$ cat src/rtl/input_arb_pkg.sv
// input_arb_pkg: shared types and helpers for the controller input arbiter
package input_arb_pkg;

    typedef enum logic [1:0] {
        SRC_SNES = 2'd0,
        SRC_IR   = 2'd1,
        SRC_PS2  = 2'd2,
        SRC_NONE = 2'd3
    } src_e;

    typedef enum logic [1:0] {
        FIXED,
        IDLE,
        OWNED
    } arb_state_e;

    localparam int DIR_UP    = 3;
    localparam int DIR_DOWN  = 2;
    localparam int DIR_LEFT  = 1;
    localparam int DIR_RIGHT = 0;

    typedef logic [3:0] dir_t;

    // Drops both halves of any opposing pair so game logic never sees Up+Down or Left+Right
    function automatic dir_t resolve_dir(dir_t d);
        dir_t r;
        r = d;
        if (d[DIR_UP] && d[DIR_DOWN]) begin
            r[DIR_UP]   = 1'b0;
            r[DIR_DOWN] = 1'b0;
        end
        if (d[DIR_LEFT] && d[DIR_RIGHT]) begin
            r[DIR_LEFT]  = 1'b0;
            r[DIR_RIGHT] = 1'b0;
        end
        return r;
    endfunction

    // Round-robin successor over the three real sources
    function automatic src_e next_src(src_e s);
        return s == SRC_SNES ? SRC_IR : s == SRC_IR ? SRC_PS2 : SRC_SNES;
    endfunction

endpackage

$ cat src/rtl/dir_rate_limiter.sv
// dir_rate_limiter: conflict masking and hold-repeat throttling of the owner's direction samples
module dir_rate_limiter
    import input_arb_pkg::*;
#(
    parameter int REPEAT_CYCLES = 5_000_000
) (
    input  logic       clk_i,
    input  logic       rst_ni,
    input  logic       clear_i,
    input  logic       valid_i,
    input  logic [3:0] dir_i,
    output logic [3:0] pulse_o
);

    localparam int RW = REPEAT_CYCLES > 1 ? $clog2(REPEAT_CYCLES) : 1;
    localparam logic [RW-1:0] RPT_LOAD = RW'(REPEAT_CYCLES - 1);

    dir_t          res;
    dir_t          last_q, last_d;
    dir_t          pulse_q, pulse_d;
    logic [RW-1:0] rpt_q, rpt_d;
    logic          fire;

    // A new direction fires at once; an unchanged one only once the repeat window has expired
    always_comb begin
        res     = resolve_dir(dir_i);
        fire    = valid_i && !clear_i && res != 4'd0 && (res != last_q || rpt_q == '0);
        last_d  = clear_i ? 4'd0 : valid_i ? res : last_q;
        rpt_d   = clear_i ? '0 : fire ? RPT_LOAD : rpt_q != '0 ? rpt_q - RW'(1) : '0;
        pulse_d = fire ? res : 4'd0;
    end

    // Pulse, last-emitted direction and repeat counter registers
    always_ff @(posedge clk_i or negedge rst_ni) begin
        if (!rst_ni) begin
            last_q  <= 4'd0;
            rpt_q   <= '0;
            pulse_q <= 4'd0;
        end else begin
            last_q  <= last_d;
            rpt_q   <= rpt_d;
            pulse_q <= pulse_d;
        end
    end

    assign pulse_o = pulse_q;

endmodule

$ cat src/rtl/input_arbiter.sv
// input_arbiter: picks one controller front-end as direction owner (fixed or first-activity);
// define INPUT_ARB_ROTATE_EN to break simultaneous claims round-robin instead of SNES > IR > PS2
module input_arbiter
    import input_arb_pkg::*;
#(
    parameter int IDLE_CYCLES   = 25_000_000,
    parameter int REPEAT_CYCLES = 5_000_000
) (
    input  logic       Clock,
    input  logic       Reset_n,
    input  logic [1:0] Choice,
    input  logic [3:0] NDir,
    input  logic [3:0] IDir,
    input  logic [3:0] PDir,
    input  logic       NReadable,
    input  logic       IReadable,
    input  logic       PReadable,
    output logic       Up,
    output logic       Down,
    output logic       Left,
    output logic       Right,
    output logic [1:0] Owner
);

    localparam int IW = $clog2(IDLE_CYCLES);
    localparam logic [IW-1:0] IDLE_LOAD = IW'(IDLE_CYCLES - 1);

    arb_state_e    state_q, state_d;
    src_e          owner_q, owner_d;
    src_e          win, src;
    logic [1:0]    choice_q;
    logic [IW-1:0] idle_q, idle_d;
    logic [3:0]    act, rdy;
    logic          changed, smp_valid;
    dir_t          smp_dir, pulse;
`ifdef INPUT_ARB_ROTATE_EN
    src_e          last_q, last_d, r0, r1, r2;
`endif

    assign act = {1'b0, PReadable && PDir != 4'd0, IReadable && IDir != 4'd0, NReadable && NDir != 4'd0};
    assign rdy = {1'b0, PReadable, IReadable, NReadable};

`ifdef INPUT_ARB_ROTATE_EN
    // Search starts just after the most recent owner
    always_comb begin
        r0  = next_src(last_q);
        r1  = next_src(r0);
        r2  = next_src(r1);
        win = act[r0] ? r0 : act[r1] ? r1 : act[r2] ? r2 : SRC_NONE;
    end
`else
    // Fixed claim priority SNES > IR > PS2
    always_comb win = act[SRC_SNES] ? SRC_SNES : act[SRC_IR] ? SRC_IR : act[SRC_PS2] ? SRC_PS2 : SRC_NONE;
`endif

    assign changed   = Choice != choice_q;
    assign src       = state_q == IDLE ? win : owner_q;
    assign smp_valid = rdy[src];
    assign smp_dir   = src == SRC_SNES ? NDir : src == SRC_IR ? IDir : PDir;

    // Ownership FSM: a Choice change overrides everything, then claim, then idle timeout
    always_comb begin
        state_d = state_q;
        owner_d = owner_q;
        idle_d  = idle_q;
`ifdef INPUT_ARB_ROTATE_EN
        last_d  = last_q;
`endif
        if (changed) begin
            state_d = Choice == 2'b11 ? IDLE : FIXED;
            owner_d = src_e'(Choice);
            idle_d  = '0;
        end else if (state_q == IDLE && win != SRC_NONE) begin
            state_d = OWNED;
            owner_d = win;
            idle_d  = IDLE_LOAD;
`ifdef INPUT_ARB_ROTATE_EN
            last_d  = win;
`endif
        end else if (state_q == OWNED) begin
            if (act[owner_q]) begin
                idle_d = IDLE_LOAD;
            end else if (idle_q == '0) begin
                state_d = IDLE;
                owner_d = SRC_NONE;
            end else begin
                idle_d = idle_q - IW'(1);
            end
        end
    end

    // Arbiter state registers
    always_ff @(posedge Clock or negedge Reset_n) begin
        if (!Reset_n) begin
            state_q  <= IDLE;
            owner_q  <= SRC_NONE;
            idle_q   <= '0;
            choice_q <= 2'b11;
`ifdef INPUT_ARB_ROTATE_EN
            last_q   <= SRC_PS2;
`endif
        end else begin
            state_q  <= state_d;
            owner_q  <= owner_d;
            idle_q   <= idle_d;
            choice_q <= Choice;
`ifdef INPUT_ARB_ROTATE_EN
            last_q   <= last_d;
`endif
        end
    end

    dir_rate_limiter #(
        .REPEAT_CYCLES(REPEAT_CYCLES)
    ) u_rate (
        .clk_i  (Clock),
        .rst_ni (Reset_n),
        .clear_i(changed),
        .valid_i(smp_valid),
        .dir_i  (smp_dir),
        .pulse_o(pulse)
    );

    assign Up    = pulse[DIR_UP];
    assign Down  = pulse[DIR_DOWN];
    assign Left  = pulse[DIR_LEFT];
    assign Right = pulse[DIR_RIGHT];
    assign Owner = owner_q;

endmodule

$ cat config.mk
export PLATFORM = sky130hd
export DESIGN_NAME = input_arbiter
export DESIGN_NICKNAME = d
export VERILOG_FILES = /design/src/rtl/input_arb_pkg.sv /design/src/rtl/dir_rate_limiter.sv /design/src/rtl/input_arbiter.sv
export SDC_FILE = /design/constraint.sdc
export NUM_CORES = 1
export LEC_CHECK = 0
export CAP_MARGIN = 20
export CORE_ASPECT_RATIO = 1.4
export CORE_MARGIN = 5
export CORE_UTILIZATION = 50
export DETAILED_ROUTE_END_ITERATION = 7
export PLACE_DENSITY_LB_ADDON = 0.2
export SYNTH_ARGS = -nofsm -noshare
export SYNTH_HDL_FRONTEND = slang
export SYNTH_SLANG_ARGS = --single-unit
$ cat constraint.sdc
create_clock -name Clock -period 3.4 [get_ports Clock]
set_input_delay 0.34 -clock Clock [delete_from_list [all_inputs] [get_ports Clock]]
set_output_delay 0.34 -clock Clock [all_outputs]
set_load 0.02 [all_outputs]
# [Word-level counts from Yosys, hierarchy flattened]
# Cells that the tools add are included.
[totals] register_bits=62 input_bits=19 output_inout_bits=6 word_cells=78
[classes] n_addsub=2 magnitude_cmp=2 n_eq_ne=9 muxes=34 reduce_logical=24
[op_table] op="2-to-1 mux 25 bit" n=5
[op_table] op="2-to-1 mux 23 bit" n=3
[op_table] op="2-to-1 mux 2 bit" n=15
[op_table] op="logical NOT 25 bit" n=1
[op_table] op="subtractor 25 x 1 -> 25 bit, second input constant" n=1
[op_table] op="logical NOT 23 bit" n=1
[op_table] op="nonzero test 23 bit" n=1
[op_table] op="subtractor 23 x 1 -> 23 bit, second input constant" n=1
[op_table] op="2-to-1 mux 4 bit" n=5
[op_table] op="nonzero test 4 bit" n=4
[op_table] op="logical AND 1 bit" n=9
[op_table] op="< comparator 2 x 3 -> 1 bit, second input constant" n=2
[op_table] op="nonzero test 3 bit" n=2
[op_table] op="binary-select mux 1 bit (select 2 bit)" n=2
[op_table] op="equality test 2 x 1 -> 1 bit, second input constant" n=2
[op_table] op="equality test 2 bit, second input constant" n=2
[op_table] op="2-to-1 mux 1 bit" n=4
[op_table] op="!= test 4 x 3 -> 1 bit, second input constant" n=1
[op_table] op="!= test 4 bit" n=1
[op_table] op="!= test 3 x 2 -> 1 bit, second input constant" n=1
[op_table] op="AND reduction 3 bit" n=1
[op_table] op="logical NOT 2 bit" n=1
[op_table] op="!= test 2 bit" n=1
[op_table] op="!= test 2 bit, second input constant" n=1
[op_table] op="4 further kinds" n=4

# [Depth between registers and ports, before layout]
# Gate-level depths: netlist of run 1.
[depth] depth_word=16 depth_mapped=13 mapped_depth_nobuf=11

# [Cells and area by module]
# From an unflattened synthesis of run 1, not the netlist that was laid out.
[hier_totals] cells_unflattened=396 hier_area_um2=3738.6
[by_module_without_submodules] mod="input_arbiter" n_inst=1 cells_per_inst=236 area_per_inst_um2=2079.5 seq_area_each_um2=782.0
[by_module_without_submodules] mod="dir_rate_limiter" n_inst=1 cells_per_inst=160 area_per_inst_um2=1659.1 seq_area_each_um2=775.7

# [Least setup slack after synthesis of run 1]
# Ideal clock, no wire load.
[synth_path] path_type="input -> register" from="input port IDir[0]" to="register u_rate.rpt_q[11]" setup_time_ns=0.141 arrival_ns=3.305 t_required_ns=3.259 path_slack_ns=-0.046 cell_stages=12 path_buffers=1 path_cell_list="o41ai_1 -> a21oi_1 -> mux2i_1 -> mux2i_1 -> a21oi_1 -> ha_1 -> xor2_1 -> nor4_1 -> o31a_1 -> a211o_1 -> clkbuf_1 -> o22ai_1"
[synth_via] elab_chain_cells=15 elab_cells_between_ends=23 cone_classes="2 x eq/ne; 11 x mux; 10 x reduce/logical"
[synth_lines] element="start: declaration" line="input_arbiter.sv:13" source="input logic [3:0] IDir,"
[synth_lines] element="nonzero test 4 bit" line="input_arbiter.sv:40" source="assign act = {1'b0, PReadable && PDir != 4'd0, IReadable && IDir != 4'd0, NReadable && NDir != 4'd0};"
[synth_lines] element="logical AND 1 bit" line="input_arbiter.sv:40"
[synth_lines] element="2-to-1 mux 2 bit (2 in series)" line="input_arbiter.sv:53" source="always_comb win = act[SRC_SNES] ? SRC_SNES : act[SRC_IR] ? SRC_IR : act[SRC_PS2] ? SRC_PS2 : SRC_NONE;"
[synth_lines] element="2-to-1 mux 2 bit" line="input_arbiter.sv:57" source="assign src = state_q == IDLE ? win : owner_q;"
[synth_lines] element="equality test 2 x 1 -> 1 bit" line="input_arbiter.sv:59" source="assign smp_dir = src == SRC_SNES ? NDir : src == SRC_IR ? IDir : PDir;"
[synth_lines] element="2-to-1 mux 4 bit (2 in series)" line="input_arbiter.sv:59"
[synth_lines] element="logical AND 1 bit (on tied branches)" line="input_arb_pkg.sv:32, input_arb_pkg.sv:28"
[synth_lines] element="2-to-1 mux 2 bit (on tied branches)" line="input_arb_pkg.sv:32, input_arb_pkg.sv:28"
[synth_lines] element="!= test 4 bit / nonzero test 4 bit (equally long branches)" line="dir_rate_limiter.sv:27" source="fire = valid_i && !clear_i && res != 4'd0 && (res != last_q || rpt_q == '0);"
[synth_lines] element="logical OR 1 bit / logical AND 1 bit (equally long branches)" line="dir_rate_limiter.sv:27"
[synth_lines] element="logical AND 1 bit *" line="dir_rate_limiter.sv:27"
[synth_lines] element="2-to-1 mux 23 bit * (2 in series)" line="dir_rate_limiter.sv:29" source="rpt_d = clear_i ? '0 : fire ? RPT_LOAD : rpt_q != '0 ? rpt_q - RW'(1) : '0;"
[synth_lines] element="net u_rate.rpt_d[11]" line="dir_rate_limiter.sv:21" source="logic [RW-1:0] rpt_q, rpt_d;"
[synth_lines] element="end signal: assignment" line="dir_rate_limiter.sv:41" source="rpt_q <= rpt_d;"
[synth_lines] element="end: declaration" line="dir_rate_limiter.sv:21"
# Mark *: on every way through the listed nets, which the timed path passes. The rest lies on a longest branch. The select of a mux whose other input is x is not followed.
# A chain may end at the register's enable or synchronous reset.

# [Final worst setup path of run 1]
[layout_path] from="input port PDir[0]" to="register u_rate.rpt_q[12]"
[layout_via] elab_chain_cells=16 elab_cells_between_ends=24 cone_classes="2 x eq/ne; 12 x mux; 10 x reduce/logical"
[layout_lines] element="start: declaration" line="input_arbiter.sv:14" source="input logic [3:0] PDir,"
[layout_lines] element="nonzero test 4 bit" line="input_arbiter.sv:40"
[layout_lines] element="logical AND 1 bit" line="input_arbiter.sv:40"
[layout_lines] element="2-to-1 mux 1 bit" line="input_arbiter.sv:53"
[layout_lines] element="2-to-1 mux 2 bit (2 in series)" line="input_arbiter.sv:53"
[layout_lines] element="2-to-1 mux 2 bit" line="input_arbiter.sv:57"
[layout_lines] element="equality test 2 x 1 -> 1 bit" line="input_arbiter.sv:59"
[layout_lines] element="2-to-1 mux 4 bit (2 in series)" line="input_arbiter.sv:59"
[layout_lines] element="logical AND 1 bit (on tied branches)" line="input_arb_pkg.sv:32, input_arb_pkg.sv:28"
[layout_lines] element="2-to-1 mux 2 bit (on tied branches)" line="input_arb_pkg.sv:32, input_arb_pkg.sv:28"
[layout_lines] element="!= test 4 bit / nonzero test 4 bit (equally long branches)" line="dir_rate_limiter.sv:27"
[layout_lines] element="logical OR 1 bit / logical AND 1 bit (equally long branches)" line="dir_rate_limiter.sv:27"
[layout_lines] element="logical AND 1 bit *" line="dir_rate_limiter.sv:27"
[layout_lines] element="2-to-1 mux 23 bit * (2 in series)" line="dir_rate_limiter.sv:29"
[layout_lines] element="net u_rate.rpt_d[12]" line="dir_rate_limiter.sv:21"
# Marked as above.

==> results of run 1 <==
## power by group
| part | internal (mW) | switching, mW | total (mW) |
|---|---|---|---|
| combinational | 0.741 | 0.956 | 1.70 |
| clock | 0.446 | 0.286 | 0.732 |
| sequential | 0.922 | 0.205 | 1.13 |
| total | 2.11 | 1.45 | 3.56 |
## synthesized netlist by cell type, types with 12 or more instances
master    count
nor3_1       29
a211oi_2     13
o22ai_1      12
dfrtp_1      57
nand2_1      21
nor2_1       22
clkbuf_1     21
a211oi_1     27
o21ai_0      12
a21oi_1      12
nor4_1       12
mux2i_1      12
xnor2_1      15
## layout make-up
class                           instances  area (um2)  area share [%]
Clock buffer                           11         151            3.30
Clock inverter                          4        70.1            1.53
Inverter                               11        41.3           0.900
Multi-Input combinational cell        306        2140            46.7
Sequential cell                        62        1560            34.0
Tap cell                              100         125            2.73
Timing Repair Buffer                   56         500            10.9
## worst min-delay path by stage
stage / slack, ns / endpoint / startpoint / cells past startpoint
global placement: 0.44 / u_rate.rpt_q[11] / Reset_n / 1
finish: 0.06 / u_rate.rpt_q[11] / Reset_n / 1
CTS: 0.06 / u_rate.rpt_q[11] / Reset_n / 1
global route: 0.09 / u_rate.rpt_q[12] / Reset_n / 1
floorplan: 0.04 / idle_q[0] / Reset_n / 0
detailed placement: 0.44 / u_rate.rpt_q[11] / Reset_n / 1
## per-layer routing
metal	wire length, um	global-route usage [%]	vias to the layer above
met3	222	4.19	22
li1	-	-	1642
met5	0	0	-
met1	3980	24.7	1649
met4	263	10.5	0
met2	4960	36.2	48
## logic make-up (layout without fill, tap and decap cells)
kind of cell / Yosys count / in the layout / share of synthesized area, %
simple gates: 135 / 135 / 18.4
compound gates: 126 / 126 / 25.4
flops: 62 / 62 / 40.3
buf+inv: 37 / 82 / 4.47
xor+xnor: 26 / 26 / 5.90
mux: 13 / 13 / 3.50
fa+ha+maj: 6 / 6 / 1.94
## worst max-delay path, delay by kind of cell
| family | cells | cell delay (ns) |
|---|---|---|
| AO/OA/AOI/OAI | 6 | 1.42 |
| buffers and inverters | 3 | 0.76 |
| AND/OR/NAND/NOR | 1 | 0.28 |
| multiplexers | 2 | 0.24 |
| adder cells (fa/ha/maj) | 1 | 0.21 |
| XOR/XNOR | 1 | 0.17 |
## stage by stage
step                utilization [%]  hold slack (ns)  area [um2]  cells
floorplan                         -           0.0444        3860    405
global placement               56.9            0.438        4360    535
detailed placement             56.9            0.440        4360    535
CTS                            59.8           0.0617        4580    550
global route                   59.9           0.0935        4590    550
finish                         59.9           0.0572        4590    550
## state kept, by name, summed over array words and instances, names as in the netlist
| name | flops |
|---|---|
| u_rate.rpt_q | 23 |
| Owner | 2 |
| choice_q | 2 |
| u_rate.last_q | 4 |
| idle_q | 25 |
| u_rate.pulse_o | 4 |
| state_q | 2 |
==> Flow_metrics.wiki, run 1 <==
{| class="wikitable"
! Metric !! Value
|-
| Flop2flop setup slack || 0.32 ns
|-
| Endpoint of the lowest-slack register-to-register path || u_rate.rpt_q[12]
|-
| Number of cell rows || 38
|-
| Fraction of final layout cells with drive strength greater than 1 || 18.2%
|-
| Layout overhead on the synthesized area || 18.8%
|-
| Total global-route track usage || 21.0%
|-
| Worst setup endpoint || u_rate.rpt_q[12]
|-
| FF+latch count, synth || 62
|-
| Chip width || 84.3 um
|-
| Count of fill cells added during filler insertion || 671
|-
| Number of global-route vias before repair || 3,515
|-
| Number of buffers on the longest clock path || 2
|-
| Transition time at the pin with the least slew margin || 0.837 ns
|-
| Biggest cell delay along the critical path || 0.47 ns
|-
| Synthesized Nets || 430
|-
| Power Dens Cells || 775 mW/mm2
|-
| Final count of hold timing violations || 0
|-
| Number of top-level pins || 25
|-
| Total Die Area || 0.00960 mm2
|-
| Antenna violations before repair || 0
|-
| Static leakage power || 1.95 nW
|-
| Hold Buf Count CTS || 0
|-
| Most area-consuming cells after synthesis || dfrtp_1, a211oi_1, a211oi_2, nor3_1, dfstp_2
|-
| Dominant register cell in the synthesized netlist || dfrtp_1
|-
| Post-layout nets || 471
|-
| Effective utilization at floorplan || 50.4%
|-
| Setup bufs post-CTS || 0
|-
| RSZ-0062 raised after global routing || no
|-
| Category of the critical setup timing path || primary input to flip-flop
|-
| Clock H-tree levels || 3
|-
| Max Clock Skew || 0.00967 ns
|-
| Worst R2R Path Depth || 12
|-
| Number of gates given a new drive strength after cts || 0
|-
| Detailed-routing iteration count for the pre-antenna-repair pass || 5
|-
| Data required time at the worst endpoint || 3.65 ns
|-
| Min-Delay Path Class || primary input to asynchronous set/reset pin
|-
| Clock transition at the registers of the reported paths || 0.07 ns
|-
| Insertion delay of the later-clocked pin in the worst-skew pair || 0.34 ns
|-
| Clock period minus final worst setup slack || 3.19 ns
|-
| Number of standard cells after synthesis || 405
|-
| Synthesis warning total || 0
|-
| Total Neg Setup Slack || 0 ns
|-
| GR Overflow Total || 0
|-
| Commonest non-fill, non-tap cell in the layout || dfrtp_1
|-
| Outcome || complete, no violations
|-
| Average cell area after synthesis || 9.53 um2
|-
| CTS sink count || 62
|-
| Detailed router's first-iteration violation count || 188
|-
| CP arrival || 3.43 ns
|-
| Pin count of the biggest net entering global routing || 33
|-
| Final setup fails || 0
|-
| Pwr Total || 3.56 mW
|-
| DRT Wirelength || 9.43 mm
|-
| Worst rel slew slack || 44.2%
|-
| Distinct cell type count after synthesis || 57
|-
| Largest driver fanout on the critical path || 14
|-
| Count of buffers from port buffering || 24
|-
| # diodes || 0
|-
| Final period utilization || 93.8%
|-
| EDFF count, synth || 0
|-
| WL per Instance || 17.1 um
|-
| CP cell instances || clkdlybuf4s50_1, o41a_1, a21oi_1, mux2i_2, buf_4, mux2i_1, a21o_1, ha_1, xor2_1, nor4_1, o31a_1, a211oi_1, buf_12, a211oi_1
|-
| CORE AREA || 0.00765 mm2
|-
| Max-cap check violation count || 0
|-
| Proportion of register bits with asynchronous set or reset after synthesis || 100%
|-
| Yosys top cell by area || dfrtp_1
|-
| Routability cong. || 0.821
|-
| F_max || 314 MHz
|-
| Number of remaining DRC errors || 0
|-
| Cell mode on critical path || a211oi_1
|-
| Via density per instance || 6.11
|-
| Worst reg2reg path startpoint || state_q[0]
|-
| Most frequent cells in the layout || dfrtp_1, buf_4, nor3_1
|-
| Clock buffers created by TritonCTS || 9
|-
| Least setup slack across all paths after layout || 0.211 ns
|-
| Category of the worst setup path capture point || flip-flop
|-
| Clock root buffer || clkbuf_8
|-
| Crit path max-delay cell type || o41a_1
|-
| Sequential fraction of the synthesis area || 40.3%
|-
| Largest voltage drop on the vdd net || 0.435 mV
|-
| Die span in y || 114 um
|-
| Source of the critical timing path || PDir[0]
|-
| Post-route antenna net violation count || 0
|-
| Cell Area, Synth || 0.00386 mm2
|-
| Post-synth top area share || 36.9%
|-
| Detailed placement HPWL || 6.71 mm
|-
| First-pass GRT wire length || 16.3 mm
|-
| Crit path launch type || primary input
|-
| Via total after detailed routing || 3,361
|-
| Clock tree from TritonCTS || done
|-
| Max-slew violation count || 0
|-
| Setup WS pre-CTS || -0.152 ns
|}
Note: power is estimated with default switching activity, not from simulation.
==> inputs of run 2 (changes only) <==
CELL_PAD_IN_SITES_DETAIL_PLACEMENT = 1   (was unset)
CELL_PAD_IN_SITES_GLOBAL_PLACEMENT = 2   (was unset)
CORE_UTILIZATION = 34   (was 50)
CTS_CLUSTER_DIAMETER = 120   (was unset)
==> run 2 against run 1 <==
Net effect:
- design area is 6.6% higher
- clock power is 49% higher
- sequential cell count stayed put
- die area is 42% higher
- maximum frequency is 0.71% lower
- critical path depth stayed put
- sequential share of layout area is 2.1 points lower
- power is 13% higher
==> Flow_metrics.wiki, run 2 (synthesis results as in run 1) <==
{| class="wikitable"
! Metric !! Value
|-
| Reg with most FFs || idle_q
|-
| Worst R2R Path Depth || 12 (unchanged)
|-
| Worst reg2reg path startpoint || state_q[0]
|-
| Clock tree from TritonCTS || done
|-
| Max-slew violation count || 0 (unchanged)
|-
| Largest driver fanout on the critical path || 14 (unchanged)
|-
| F_max || 311 MHz (-0.71%)
|-
| Final period utilization || 94.5% (+0.67 points)
|-
| Category of the worst setup path capture point || flip-flop
|-
| CP arrival || 3.44 ns (about the same)
|-
| Relative contribution of the clock network to total power || 27.0% (+6.4 points)
|-
| Clock transition at the registers of the reported paths || 0.06 ns (about the same)
|-
| Largest registers || idle_q x25, u_rate.rpt_q x23
|-
| Least setup slack across all paths after layout || 0.189 ns (-0.0229 ns)
|-
| Clock root buffer || clkbuf_16
|-
| Internal power summed over all cells || 2.44 mW (+16%)
|-
| Effective utilization at floorplan || 34.4% (-16 points)
|-
| GR Overflow Total || 0 (unchanged)
|-
| Routability cong. || 0.778 (-5.3%)
|-
| Outcome || complete, no violations
|-
| Final setup fails || 0 (unchanged)
|-
| CORE AREA || 0.0112 mm2 (+47%)
|-
| Worst rel slew slack || 37.3% (-6.8 points)
|-
| Number of cell rows || 46 (+21%)
|-
| Most frequent cells in the layout || dfrtp_1, buf_4, nor3_1
|-
| Setup bufs post-CTS || 0 (unchanged)
|-
| Detailed placement HPWL || 8.10 mm (+21%)
|-
| Hold Buf Count CTS || 0 (unchanged)
|-
| Total net switching power || 1.58 mW (+9.3%)
|-
| Number of global-route vias before repair || 3,813 (+8.5%)
|-
| Number of top-level pins || 25 (unchanged)
|-
| Clock H-tree levels || 3 (unchanged)
|-
| Final count of hold timing violations || 0 (unchanged)
|-
| Commonest non-fill, non-tap cell in the layout || dfrtp_1
|-
| Power Dens Cells || 822 mW/mm2 (+6.1%)
|-
| Post-Place Cell Area || 0.00449 mm2 (+2.9%)
|-
| Die span in y || 136 um (+19%)
|-
| Source of the critical timing path || NDir[2]
|-
| Via total after detailed routing || 3,433 (+2.1%)
|-
| Static leakage power || 2.06 nW (+5.7%)
|-
| Detailed router's first-iteration violation count || 100 (-47%)
|-
| Switching Share || 39.3% (-1.3 points)
|-
| CTS sink count || 62 (unchanged)
|-
| Post-layout nets || 480 (+1.9%)
|-
| Via density per instance || 5.68 (-7.0%)
|-
| Total global-route track usage || 17.8% (-3.1 points)
|-
| Post-route antenna net violation count || 0 (unchanged)
|-
| Crit path launch type || primary input
|-
| Max reg flops || 25 (unchanged)
|-
| Max-cap check violation count || 0 (unchanged)
|-
| Clock buffers created by TritonCTS || 9 (unchanged)
|-
| First-pass GRT wire length || 19.4 mm (+19%)
|-
| Sequential Power Share || 28.2% (-3.5 points)
|-
| Total Die Area || 0.0136 mm2 (+42%)
|-
| Chip width || 100 um (+19%)
|-
| Category of the critical setup timing path || primary input to flip-flop
|-
| Pin count of the biggest net entering global routing || 34 (+3.0%)
|-
| Count of buffers from port buffering || 24 (unchanged)
|-
| Flop2flop setup slack || 0.30 ns (-0.02 ns)
|-
| Combinational Power Share || 44.8% (-2.9 points)
|-
| Clock period minus final worst setup slack || 3.21 ns (+0.0229 ns)
|-
| WL per Instance || 18.7 um (+9.1%)
|-
| Fin area || 0.00489 mm2 (+6.6%)
|-
| Antenna violations before repair || 0 (unchanged)
|-
| Number of remaining DRC errors || 0 (unchanged)
|-
| Transition time at the pin with the least slew margin || 0.940 ns (+0.103 ns)
|-
| # diodes || 0 (unchanged)
|-
| Worst setup endpoint || u_rate.rpt_q[6]
|-
| Largest voltage drop on the vdd net || 0.299 mV (-31%)
|-
| Max Clock Skew || 0.0102 ns (+0.000544 ns)
|-
| Endpoint of the lowest-slack register-to-register path || u_rate.rpt_q[6]
|-
| DRT Wirelength || 11.3 mm (+20%)
|-
| Insertion delay of the later-clocked pin in the worst-skew pair || 0.33 ns (about the same)
|-
| RSZ-0062 raised after global routing || no
|-
| Layout overhead on the synthesized area || 26.6%
|-
| Detailed-routing iteration count for the pre-antenna-repair pass || 4 (-1)
|-
| Fraction of final layout cells with drive strength greater than 1 || 21.7% (+3.5 points)
|-
| Setup WS pre-CTS || -0.281 ns (-0.129 ns)
|-
| Data required time at the worst endpoint || 3.63 ns (-0.02 ns)
|-
| Min-Delay Path Class || primary input to asynchronous set/reset pin
|-
| Number of buffers on the longest clock path || 2 (unchanged)
|}
## run 2: cell count changes in the layout (fill, tap and decap cells not counted), sizes merged
cell           previous run  this run
buf                      33        42
dlymetal6s2s              0         1
bufinv                    2         3
clkinv                    2         1
clkinvlp                  0         1
clkdlybuf4s50            23        22
## run 2: worst min path at each step
stage / from / endpoint / cells past startpoint
after floorplan: Reset_n / idle_q[0] / 0
after global placement: u_rate.rpt_q[0] / u_rate.rpt_q[0] / 1
after detailed placement: Reset_n / u_rate.pulse_o[3] / 1
after CTS: Reset_n / u_rate.pulse_o[0] / 1
after global routing: Reset_n / u_rate.pulse_o[0] / 1
final: Reset_n / u_rate.pulse_o[0] / 1
## run 2: power groups by stage
stage | clock (mW) | sequential [mW] | combinational, mW
CTS | 1.11 | 1.13 | 1.81
detailed placement | 0 | 1.14 | 1.79
global placement | 0 | 1.13 | 1.76
floorplan | 0 | 1.09 | 1.27
global route | 1.14 | 1.17 | 2.01
finish | 1.09 | 1.13 | 1.80
## run 2: metrics by stage
| stage | power [mW] | TNS (ns) | cells | utilization (%) | hold slack (ns) |
|---|---|---|---|---|---|
| 3_5_place_dp | 2.93 | -6.00 | 588 | 40.0 | 0.489 |
| 5_1_grt | 4.32 | 0 | 604 | 43.6 | 0.175 |
| 3_3_place_gp | 2.89 | -4.16 | 588 | 40.0 | 0.474 |
| 2_1_floorplan | 2.36 | 0 | 405 | - | 0.0444 |
| 4_1_cts | 4.06 | 0 | 604 | 43.2 | 0.137 |
| 6_report | 4.02 | 0 | 604 | 43.6 | 0.0995 |
## run 2: metal layers
| layer | vias to the layer above | routed length (um) | global-route usage [%] |
|---|---|---|---|
| li1 | 1656 | - | - |
| met1 | 1749 | 5000 | 21.0 |
| met2 | 19 | 6020 | 33.3 |
| met3 | 9 | 175 | 2.93 |
| met4 | 0 | 108 | 4.42 |
| met5 | - | 0 | 0 |
## run 2: repair_timing
item	in CTS	in global routing
pin swaps	0	2
resized for setup	1	10
setup endpoints to repair	1	26
## run 2: area by class of cell
type / instances / area, um2
Multi-Input combinational cell: 306 / 2190
Tap cell: 144 / 180
Inverter: 11 / 41.3
Sequential cell: 62 / 1560
Fill cell: 1281 / 6330
Timing Repair Buffer: 65 / 571
Clock inverter: 5 / 106
Clock buffer: 11 / 243
## run 2: worst max-delay path, stage by stage
cell and delay [ns]:
clkdlybuf4s50_1 0.47, o41a_1 0.49, a21oi_2 0.16, mux2i_2 0.09
buf_4 0.17, mux2i_1 0.14, a21o_1 0.19, ha_1 0.21
xor2_1 0.17, nor4_1 0.30, o31a_1 0.21, a211oi_1 0.08
buf_12 0.19, a211oi_1 0.24
